File: src/rtl/pueo_trig_pkg.sv
// Shared definitions for the PUEO trigger arbiter: source indices,
// metadata field layout, and the arbiter state encoding.
package pueo_trig_pkg;

   localparam int NSRC     = 3;
   localparam int SRC_SOFT = 0;
   localparam int SRC_PPS  = 1;
   localparam int SRC_EXT  = 2;

   localparam int ADDR_W   = 12;

   localparam int META_W       = 8;
   localparam int META_SRC_LSB = 0;
   localparam int META_SRC_W   = 3;
   localparam int META_SEQ_LSB = 3;
   localparam int META_SEQ_W   = 5;

   typedef enum logic [1:0] {
      STOPPED = 2'd0,
      ARMED   = 2'd1,
      HOLDOFF = 2'd2
   } trig_state_t;

   // Advance a round-robin source index, wrapping ext back to soft.
   function automatic logic [1:0] rr_next(input logic [1:0] idx);
      return (idx == 2'(SRC_EXT)) ? 2'(SRC_SOFT) : idx + 2'd1;
   endfunction

endpackage

File: src/rtl/pueo_trig_src_pend.sv
// One source's pending flag with drop detection. A request while the
// flag is already set (and not being granted this cycle) is a drop.
module pueo_trig_src_pend (
   input  logic clk_i,
   input  logic rst_i,
   input  logic req_i,
   input  logic en_i,
   input  logic running_i,
   input  logic grant_i,
   output logic pend_o,
   output logic drop_o
);

   logic pend_q;
   logic pend_d;
   logic accept;

   // Next pending state; disable or stop wipes the flag on the next edge.
   always_comb begin
      accept = req_i & en_i & running_i;
      pend_d = en_i & running_i & ((pend_q & ~grant_i) | accept);
      drop_o = accept & pend_q & ~grant_i;
   end

   // Pending flag register.
   always_ff @(posedge clk_i or posedge rst_i) begin
      if (rst_i) pend_q <= 1'b0;
      else       pend_q <= pend_d;
   end

   assign pend_o = pend_q;

endmodule

File: src/rtl/pueo_trig_arbiter.sv
// PUEO trigger arbiter: collects soft/PPS/external trigger requests,
// grants them round-robin on TURF issue slots, and enforces a holdoff
// between issued triggers.
//
//   state   | meaning
//   --------+-----------------------------------------------------
//   STOPPED | run inactive; no grants, pending flags held clear
//   ARMED   | grant on next slot_ce_i if any source is pending
//   HOLDOFF | counting down holdoff after a grant; no grants
module pueo_trig_arbiter
   import pueo_trig_pkg::*;
#(
   parameter int HOLDOFF_W = 16,
   parameter int CNT_W     = 16
) (
   input  logic                 sysclk_i,
   input  logic                 sysclk_rst_i,
   input  logic                 slot_ce_i,
   input  logic                 running_i,
   input  logic [ADDR_W-1:0]    cur_addr_i,
   input  logic                 soft_req_i,
   input  logic                 pps_req_i,
   input  logic                 ext_req_i,
   input  logic [NSRC-1:0]      src_enable_i,
   input  logic [ADDR_W-1:0]    common_offset_i,
   input  logic [ADDR_W-1:0]    soft_offset_i,
   input  logic [ADDR_W-1:0]    pps_offset_i,
   input  logic [ADDR_W-1:0]    ext_offset_i,
   input  logic [HOLDOFF_W-1:0] holdoff_i,
   output logic [ADDR_W-1:0]    turf_trig_o,
   output logic [META_W-1:0]    turf_metadata_o,
   output logic                 turf_valid_o,
   output logic [CNT_W-1:0]     drop_count_o
);

   trig_state_t            state_q;
   logic [HOLDOFF_W-1:0]   hold_cnt_q;
   logic [1:0]             rr_q;
   logic [META_SEQ_W-1:0]  seq_q;
   logic                   valid_q;
   logic [ADDR_W-1:0]      trig_q;
   logic [META_W-1:0]      meta_q;
   logic [CNT_W-1:0]       drop_q;

   logic [NSRC-1:0]        req_v;
   logic [NSRC-1:0]        pend_v;
   logic [NSRC-1:0]        drop_v;
   logic [NSRC-1:0]        grant_v;

   logic                   gnt_found;
   logic [1:0]             gnt_idx;
   logic [1:0]             cand;
   logic                   cand_pend;
   logic                   grant_fire;
   logic [ADDR_W-1:0]      sel_off;
   logic [ADDR_W-1:0]      trig_d;
   logic [META_W-1:0]      meta_d;
   logic [1:0]             drop_sum;
   logic [CNT_W+1:0]       cnt_sum;
   logic [CNT_W-1:0]       drop_d;

   assign req_v = {ext_req_i, pps_req_i, soft_req_i};

   for (genvar s = 0; s < NSRC; s++) begin : g_src
      pueo_trig_src_pend u_pend (
         .clk_i     (sysclk_i),
         .rst_i     (sysclk_rst_i),
         .req_i     (req_v[s]),
         .en_i      (src_enable_i[s]),
         .running_i (running_i),
         .grant_i   (grant_v[s]),
         .pend_o    (pend_v[s]),
         .drop_o    (drop_v[s])
      );
   end

   // Round-robin pick starting at rr_q, plus grant qualification and payload.
   always_comb begin
      gnt_found = 1'b0;
      gnt_idx   = rr_q;
      cand      = rr_q;
      cand_pend = 1'b0;
      for (int k = 0; k < NSRC; k++) begin
         case (cand)
            2'd0:    cand_pend = pend_v[SRC_SOFT];
            2'd1:    cand_pend = pend_v[SRC_PPS];
            default: cand_pend = pend_v[SRC_EXT];
         endcase
         if (!gnt_found && cand_pend) begin
            gnt_found = 1'b1;
            gnt_idx   = cand;
         end
         cand = rr_next(cand);
      end

      grant_fire = (state_q == ARMED) && running_i && slot_ce_i && gnt_found;
      grant_v    = grant_fire ? (NSRC'(1) << gnt_idx) : '0;

      case (gnt_idx)
         2'd0:    sel_off = soft_offset_i;
         2'd1:    sel_off = pps_offset_i;
         default: sel_off = ext_offset_i;
      endcase

      trig_d = cur_addr_i - common_offset_i - sel_off;
      meta_d = '0;
      meta_d[META_SRC_LSB +: META_SRC_W] = NSRC'(1) << gnt_idx;
      meta_d[META_SEQ_LSB +: META_SEQ_W] = seq_q;
   end

   // Saturating drop accumulation; up to three drops can land in one cycle.
   always_comb begin
      drop_sum = 2'(drop_v[0]) + 2'(drop_v[1]) + 2'(drop_v[2]);
      cnt_sum  = {2'b00, drop_q} + {{CNT_W{1'b0}}, drop_sum};
      drop_d   = (cnt_sum[CNT_W+1:CNT_W] != 2'b00) ? {CNT_W{1'b1}} : cnt_sum[CNT_W-1:0];
   end

   // Arbiter FSM with registered trigger outputs.
   always_ff @(posedge sysclk_i or posedge sysclk_rst_i) begin
      if (sysclk_rst_i) begin
         state_q    <= STOPPED;
         hold_cnt_q <= '0;
         rr_q       <= 2'(SRC_SOFT);
         seq_q      <= '0;
         valid_q    <= 1'b0;
         trig_q     <= '0;
         meta_q     <= '0;
         drop_q     <= '0;
      end else begin
         drop_q  <= drop_d;
         valid_q <= grant_fire;
         if (grant_fire) begin
            trig_q <= trig_d;
            meta_q <= meta_d;
            seq_q  <= seq_q + 1'b1;
            rr_q   <= rr_next(gnt_idx);
         end

         case (state_q)
            STOPPED: begin
               if (running_i) state_q <= ARMED;
            end
            ARMED: begin
               if (grant_fire && (holdoff_i != '0)) begin
                  state_q    <= HOLDOFF;
                  hold_cnt_q <= holdoff_i;
               end
            end
            HOLDOFF: begin
               // holdoff_i cycles are spent here; leave as the count hits zero
               if (hold_cnt_q <= HOLDOFF_W'(1)) begin
                  state_q    <= ARMED;
                  hold_cnt_q <= '0;
               end else begin
                  hold_cnt_q <= hold_cnt_q - 1'b1;
               end
            end
            default: state_q <= STOPPED;
         endcase

         if (!running_i) begin
            state_q    <= STOPPED;
            hold_cnt_q <= '0;
         end
      end
   end

   assign turf_valid_o    = valid_q;
   assign turf_trig_o     = trig_q;
   assign turf_metadata_o = meta_q;
   assign drop_count_o    = drop_q;

endmodule
File: config.mk
export PLATFORM = sky130hd
export DESIGN_NAME = pueo_trig_arbiter
export DESIGN_NICKNAME = d
export VERILOG_FILES = /design/src/rtl/pueo_trig_pkg.sv /design/src/rtl/pueo_trig_src_pend.sv /design/src/rtl/pueo_trig_arbiter.sv
export SDC_FILE = /design/constraint.sdc
export NUM_CORES = 1
export LEC_CHECK = 0
export ABC_AREA = 1
export CORE_ASPECT_RATIO = 0.5
export CORE_MARGIN = 1
export CORE_UTILIZATION = 30
export CTS_CLUSTER_DIAMETER = 60
export DETAILED_ROUTE_END_ITERATION = 16
export GPL_ROUTABILITY_DRIVEN = 0
export PLACE_DENSITY_LB_ADDON = 0.2
export SYNTH_ARGS = -nofsm -noshare
export SYNTH_HDL_FRONTEND = slang
export SYNTH_SLANG_ARGS = --single-unit
File: constraint.sdc
create_clock -name sysclk_i -period 12 [get_ports sysclk_i]
set_clock_uncertainty 0.2 [all_clocks]
set_input_delay 2.4 -clock sysclk_i [delete_from_list [all_inputs] [get_ports sysclk_i]]
set_output_delay 2.4 -clock sysclk_i [all_outputs]
set_load 0.01 [all_outputs]
Word level (Yosys, flattened, before mapping)
Cells that the tools add are included.
- register bits: 65
- memories: 0
- input bits: 86
- bits in read-only memories: 0
- bits in writable memories: 0
- bits in latches: 0
- output and inout bits: 37
- word-level logic and storage cells: 101
- bitwise operators: 27
- reductions and logical operators: 17
- $add $sub $neg: 10
- shifts and indexed selects: 1
- order comparisons: 1
- divide/modulo/power cells: 0
- mux-type cells: 22
- equality and inequality tests: 12
- multipliers: 0
- operators with widths (kind ; number):
    $mux 16 ; 4
    $pmux 16 s2 ; 1
    $pmux 12 s2 ; 1
    $sub 12x12->12 ; 2
    $and 1x1->1 ; 21
    $add 16x2->17 ; 1
    $le 16x1->1 const B ; 1
    $mux 2 ; 8
    $reduce_bool 16->1 ; 1
    $sub 16x1->16 const B ; 1
    $eq 2x1->1 const B ; 5
    $logic_not 2->1 ; 5
    $eq 2x2->1 const B ; 4
    $add 2x1->2 const B ; 3
    $logic_and 1x1->1 ; 6
    $pmux 1 s2 ; 3
    $pmux 2 s3 ; 1
    $add 5x1->5 const B ; 1
    $reduce_and 2->1 ; 2
    $mux 1 ; 3
    $mux 3 ; 1
    $ne 3x1->1 const B ; 1
    $ne 3x2->1 const B ; 1
    $ne 3x3->1 const B ; 1
    other kinds (7) ; 12

Logic depth before layout (Yosys ltp)
- depth in word-level cells: 18
- depth in mapped cells: 25
- depth with buffers taken out: 25

Modules after synthesis
From an unflattened synthesis, not the netlist that was laid out.
- cell total of the unflattened synthesis: 605
- area, all modules: 4563.1 um^2
- modules (own cells, without submodules) (module ; times used ; cells each ; seq. area each (um^2) ; area an instance (um^2)):
    pueo_trig_arbiter ; 1 ; 569 ; 1551.5 ; 4352.9
    pueo_trig_src_pend ; 3 ; 12 ; 25.0 ; 70.1

Worst setup path before layout
Ideal clock, no wire load.
- path kind: input to register
- start: input running_i
- end: register drop_q[3] (netlist: drop_count_o[3])
- buffers on the path: 1
- cell stages on the path: 19
- data required time: 11.658 ns
- slack: 6.405 ns
- arrival time: 5.253 ns
- setup time: 0.142 ns
- cell sequence: inv_1 nor3_1 and2_1 nand2_2 inv_2 nand2_1 nand2_1 or3_1 fa_1 inv_1 ha_1 fa_1 nand3_1 nor3_1 nand3_1 inv_1 nand4_1 clkbuf_1 nand3_1
- cells in the longest elaborated chain, start to end: 11
- elaborated cells on any way between the ends: 21
- classes of those cells: add/sub: 3; mux: 2; bitwise: 12; reduce/logical: 4
- ends and longest elaborated chain (what ; RTL line ; source):
    start, declared ; pueo_trig_arbiter.sv:19 ; input logic running_i,
    $logic_and 1x1->1 (3 in series) ; pueo_trig_arbiter.sv:96 ; grant_fire = (state_q == ARMED) && running_i && slot_ce_i && gnt_found;
    $mux 3 ; pueo_trig_arbiter.sv:97 ; grant_v = grant_fire ? (NSRC'(1) << gnt_idx) : '0;
    $not 1->1 ; pueo_trig_src_pend.sv:22 ; drop_o = accept & pend_q & ~grant_i;
    $and 1x1->1 ; pueo_trig_src_pend.sv:22 ;
    $add 1x1->2 ; pueo_trig_arbiter.sv:113 ; drop_sum = 2'(drop_v[0]) + 2'(drop_v[1]) + 2'(drop_v[2]);
    $add 2x1->2 * ; pueo_trig_arbiter.sv:113 ;
    $add 16x2->17 * ; pueo_trig_arbiter.sv:114 ; cnt_sum = {2'b00, drop_q} + {{CNT_W{1'b0}}, drop_sum};
    $reduce_bool 2->1 ; pueo_trig_arbiter.sv:115 ; drop_d = (cnt_sum[CNT_W+1:CNT_W] != 2'b00) ? {CNT_W{1'b1}} : cnt_sum[CNT_W-1:0];
    $mux 16 * ; pueo_trig_arbiter.sv:115 ;
    net drop_d[3] ; pueo_trig_arbiter.sv:60 ; logic [CNT_W-1:0] drop_d;
    end signal, assigned ; pueo_trig_arbiter.sv:130 ; drop_q <= drop_d;
    end, declared ; pueo_trig_arbiter.sv:43 ; logic [CNT_W-1:0] drop_q;
Mark *: on every way through the listed nets, which the timed path passes. The rest lies on a longest branch.
A chain may end at the register's enable or synchronous reset.

Final worst setup path
- start: input running_i
- end: register drop_q[10] (netlist: drop_count_o[10])
The elaborated chain is that of the path after synthesis.

==> results.tsv <==
metric	value	unit
dp_hpwl	8980	µm
synth_nets	696	
layout-drive-gt1-share	6.51	%
synth-seq-cells	65	
insertion_delay	330	ps
rsz0062_at_grt	no	
dpl_cell_area	5930	µm²
first_global_vias	4037	
top_layer	met4	
drc	0	
reg2reg_slack	7040	ps
setup_tns	0	ps
wl_met1	5680	µm
path_clk_slew	50	ps
startpoint_type	primary input	
antenna_found_initial	0	
crit_path_end_kind	flip-flop	
ir_worst_vdd	0.0956	mV
synth_top_area_share	36.0	%
die_w	176	µm
antenna_cells	0	
worst_slew_margin_rel	21.0	%
dieArea	15600	µm²
synth_ff_type	dfrtp_1	
whs_path_depth	2	
cts.path.max_buffers	2	
cap_violations	0	
ctsHoldBuffers	0	
nets	819	
cts-htree-levels	3	
cpPeakStageDelay	570	ps
crit_chain	clkdlybuf4s50_1 -> inv_1 -> nor3_1 -> and2_1 -> nand2_2 -> inv_2 -> nand3_1 -> nand2_1 -> or3_1 -> fa_1 -> inv_1 -> ha_1 -> fa_1 -> nand3_1 -> nor3_1 -> nand3_1 -> inv_1 -> nand4_1 -> nand3_1	
ios	123	
wirelength	11600	µm
synth_most_common_cell	nand2_1	
vias	4175	
drtAntennaViolNets	0	
wl_per_cell	12.8	µm
post_cts_resized	0	
die_h	88.8	µm
cts_setup_buffers	0	
crit_top_cell	nand3_1	
rows	31	
setup_viol	0	
internal_power	0.000896	W
fin_crit_sh	56.9	%
r2r_cells	22	
stdcell_area	6250	µm²
status	completed	
yosysUniqueCellTypes	43	
grt_pass1_wl	19200	µm
core	14600	µm²
critPathRequiredTime	12040	ps
path_class	in2reg	
p_clk_share	16.7	%
synth_edf_count	0	
cts_sinks	65	
met3_length	569	µm
p_per_area	266	nW/µm²
synth_commonest_cells	nand2_1, inv_1, dfrtp_1	
start_util	31.0	%
area_growth	38.1	%
gr-usage-all-layers	15.6	%
port_buffers	122	
worstPathMaxFanout	34	
p_total	0.00166	W
met2_length	5300	µm
yosysWarnings	0	
async_flop_share	100	%
crit_arrival	6860	ps
power_frac_seq	20.6	%
drt-vias-per-instance	4.61	
p_leak	2.93	nW
grt_max_degree	66	
hold_viol	0	
power_switching	0.000768	W
min_path_type	reg2reg	
synthCells	579	
yosysSeqAreaShare	36.0	%
clockRootBuffer	clkbuf_16	
dr.pass1.iters	4	
worst_hold_slack	278	ps
yosys.area.top_type	dfrtp_1	
min_period	6820	ps
cts_buffers	9	
drt_iter0_markers	270	
overflow	0	
worstMarginPinSlew	1180	ps
cp_slowest_cell	clkdlybuf4s50_1	
fin_util	42.8	%
max_freq	147	MHz
syn_area	4520	µm²
swShare	46.2	%
power_frac_comb	62.7	%
cts_tree	yes	
syn_area_per_cell	7.81	µm²
drv_slew	0	
yosys-top-cells-area	dfrtp_1, nand2_1, inv_1	
## power by group through the flow
stage	clock network, W	registers [W]	logic, W
after floorplan	0	0.000350	0.000745
after global placement	0	0.000346	0.00105
after detailed placement	0	0.000347	0.00105
after CTS	0.000285	0.000344	0.00106
after global routing	0.000294	0.000353	0.00119
final	0.000278	0.000343	0.00104
## metal layers
layer  vias up  GRT usage (%)
met2       102           26.2
met1      1926           20.7
met3         6           3.14
met4         0           4.03
li1       2141              -
met5         -              0
## critical path, delay by kind of cell
| family | cells | cell delay, ps |
|---|---|---|
| fa+ha+maj | 3 | 810 |
| buf+inv | 5 | 1220 |
| simple gates | 11 | 2400 |
## final cells by class
type | count | area (µm²)
Sequential cell | 65 | 1630
Fill cell | 1491 | 8340
Clock buffer | 9 | 225
Inverter | 93 | 352
Clock inverter | 7 | 95.1
Multi-Input combinational cell | 409 | 2460
Tap cell | 198 | 248
Timing Repair Buffer | 124 | 1240
## logic make-up after synthesis
kind of cell	Yosys count	share of synthesized area, %
xor+xnor	24	4.65
compound gates	114	14.5
fa+ha+maj	31	10.7
buf+inv	105	9.54
simple gates	240	24.6
flops	65	36.0
## state kept, by name, indices dropped and copies added (netlist names)
| register | flops |
|---|---|
| drop_count_o | 16 |
| g_src.u_pend.pend_o | 3 |
| hold_cnt_q | 16 |
| rr_q | 2 |
| seq_q | 5 |
| state_q | 2 |
| turf_metadata_o | 8 |
| turf_trig_o | 12 |
| turf_valid_o | 1 |
## worst paths after layout
| kind | from | endpoint |
|---|---|---|
| setup / recovery | running_i | drop_count_o[10] |
| hold / removal | turf_metadata_o[6] | turf_metadata_o[6] |
| setup reg to reg | rr_q[1] | drop_count_o[10] |
| hold reg to reg | turf_metadata_o[6] | turf_metadata_o[6] |
| max in group asynchronous | sysclk_rst_i | turf_metadata_o[4] |
| min in group asynchronous | sysclk_rst_i | drop_count_o[6] |
## cells in the final DEF, fill, tap and decap left out, drive strengths merged
cell / Yosys / layout
a22oi: 6 / 6
o21ai: 48 / 48
and3: 1 / 1
nor3: 15 / 15
or3: 2 / 2
xor2: 10 / 10
o22ai: 10 / 10
or2: 2 / 2
xnor2: 14 / 14
ha: 18 / 18
nand2: 124 / 124
clkdlybuf4s50: 0 / 122
dfrtp: 65 / 65
nor4: 5 / 5
o2111ai: 2 / 2
a22o: 5 / 5
inv: 93 / 93
clkinvlp: 0 / 1
and2: 1 / 1
clkbuf: 6 / 9
nand4: 11 / 11
a21o: 2 / 2
nand3: 29 / 29
clkinv: 0 / 4
o31ai: 1 / 1
bufinv: 0 / 2
a21oi: 32 / 32
a31oi: 6 / 6
fa: 13 / 13
o211ai: 2 / 2
buf: 6 / 2
nor2: 50 / 50
## per-stage QoR
stage	worst slack, ps	cells
after floorplan	6410	579
after global placement	4940	889
after detailed placement	4750	889
after CTS	5090	905
after global routing	4640	905
final	5180	905
Power figures use the tool's default switching activity.
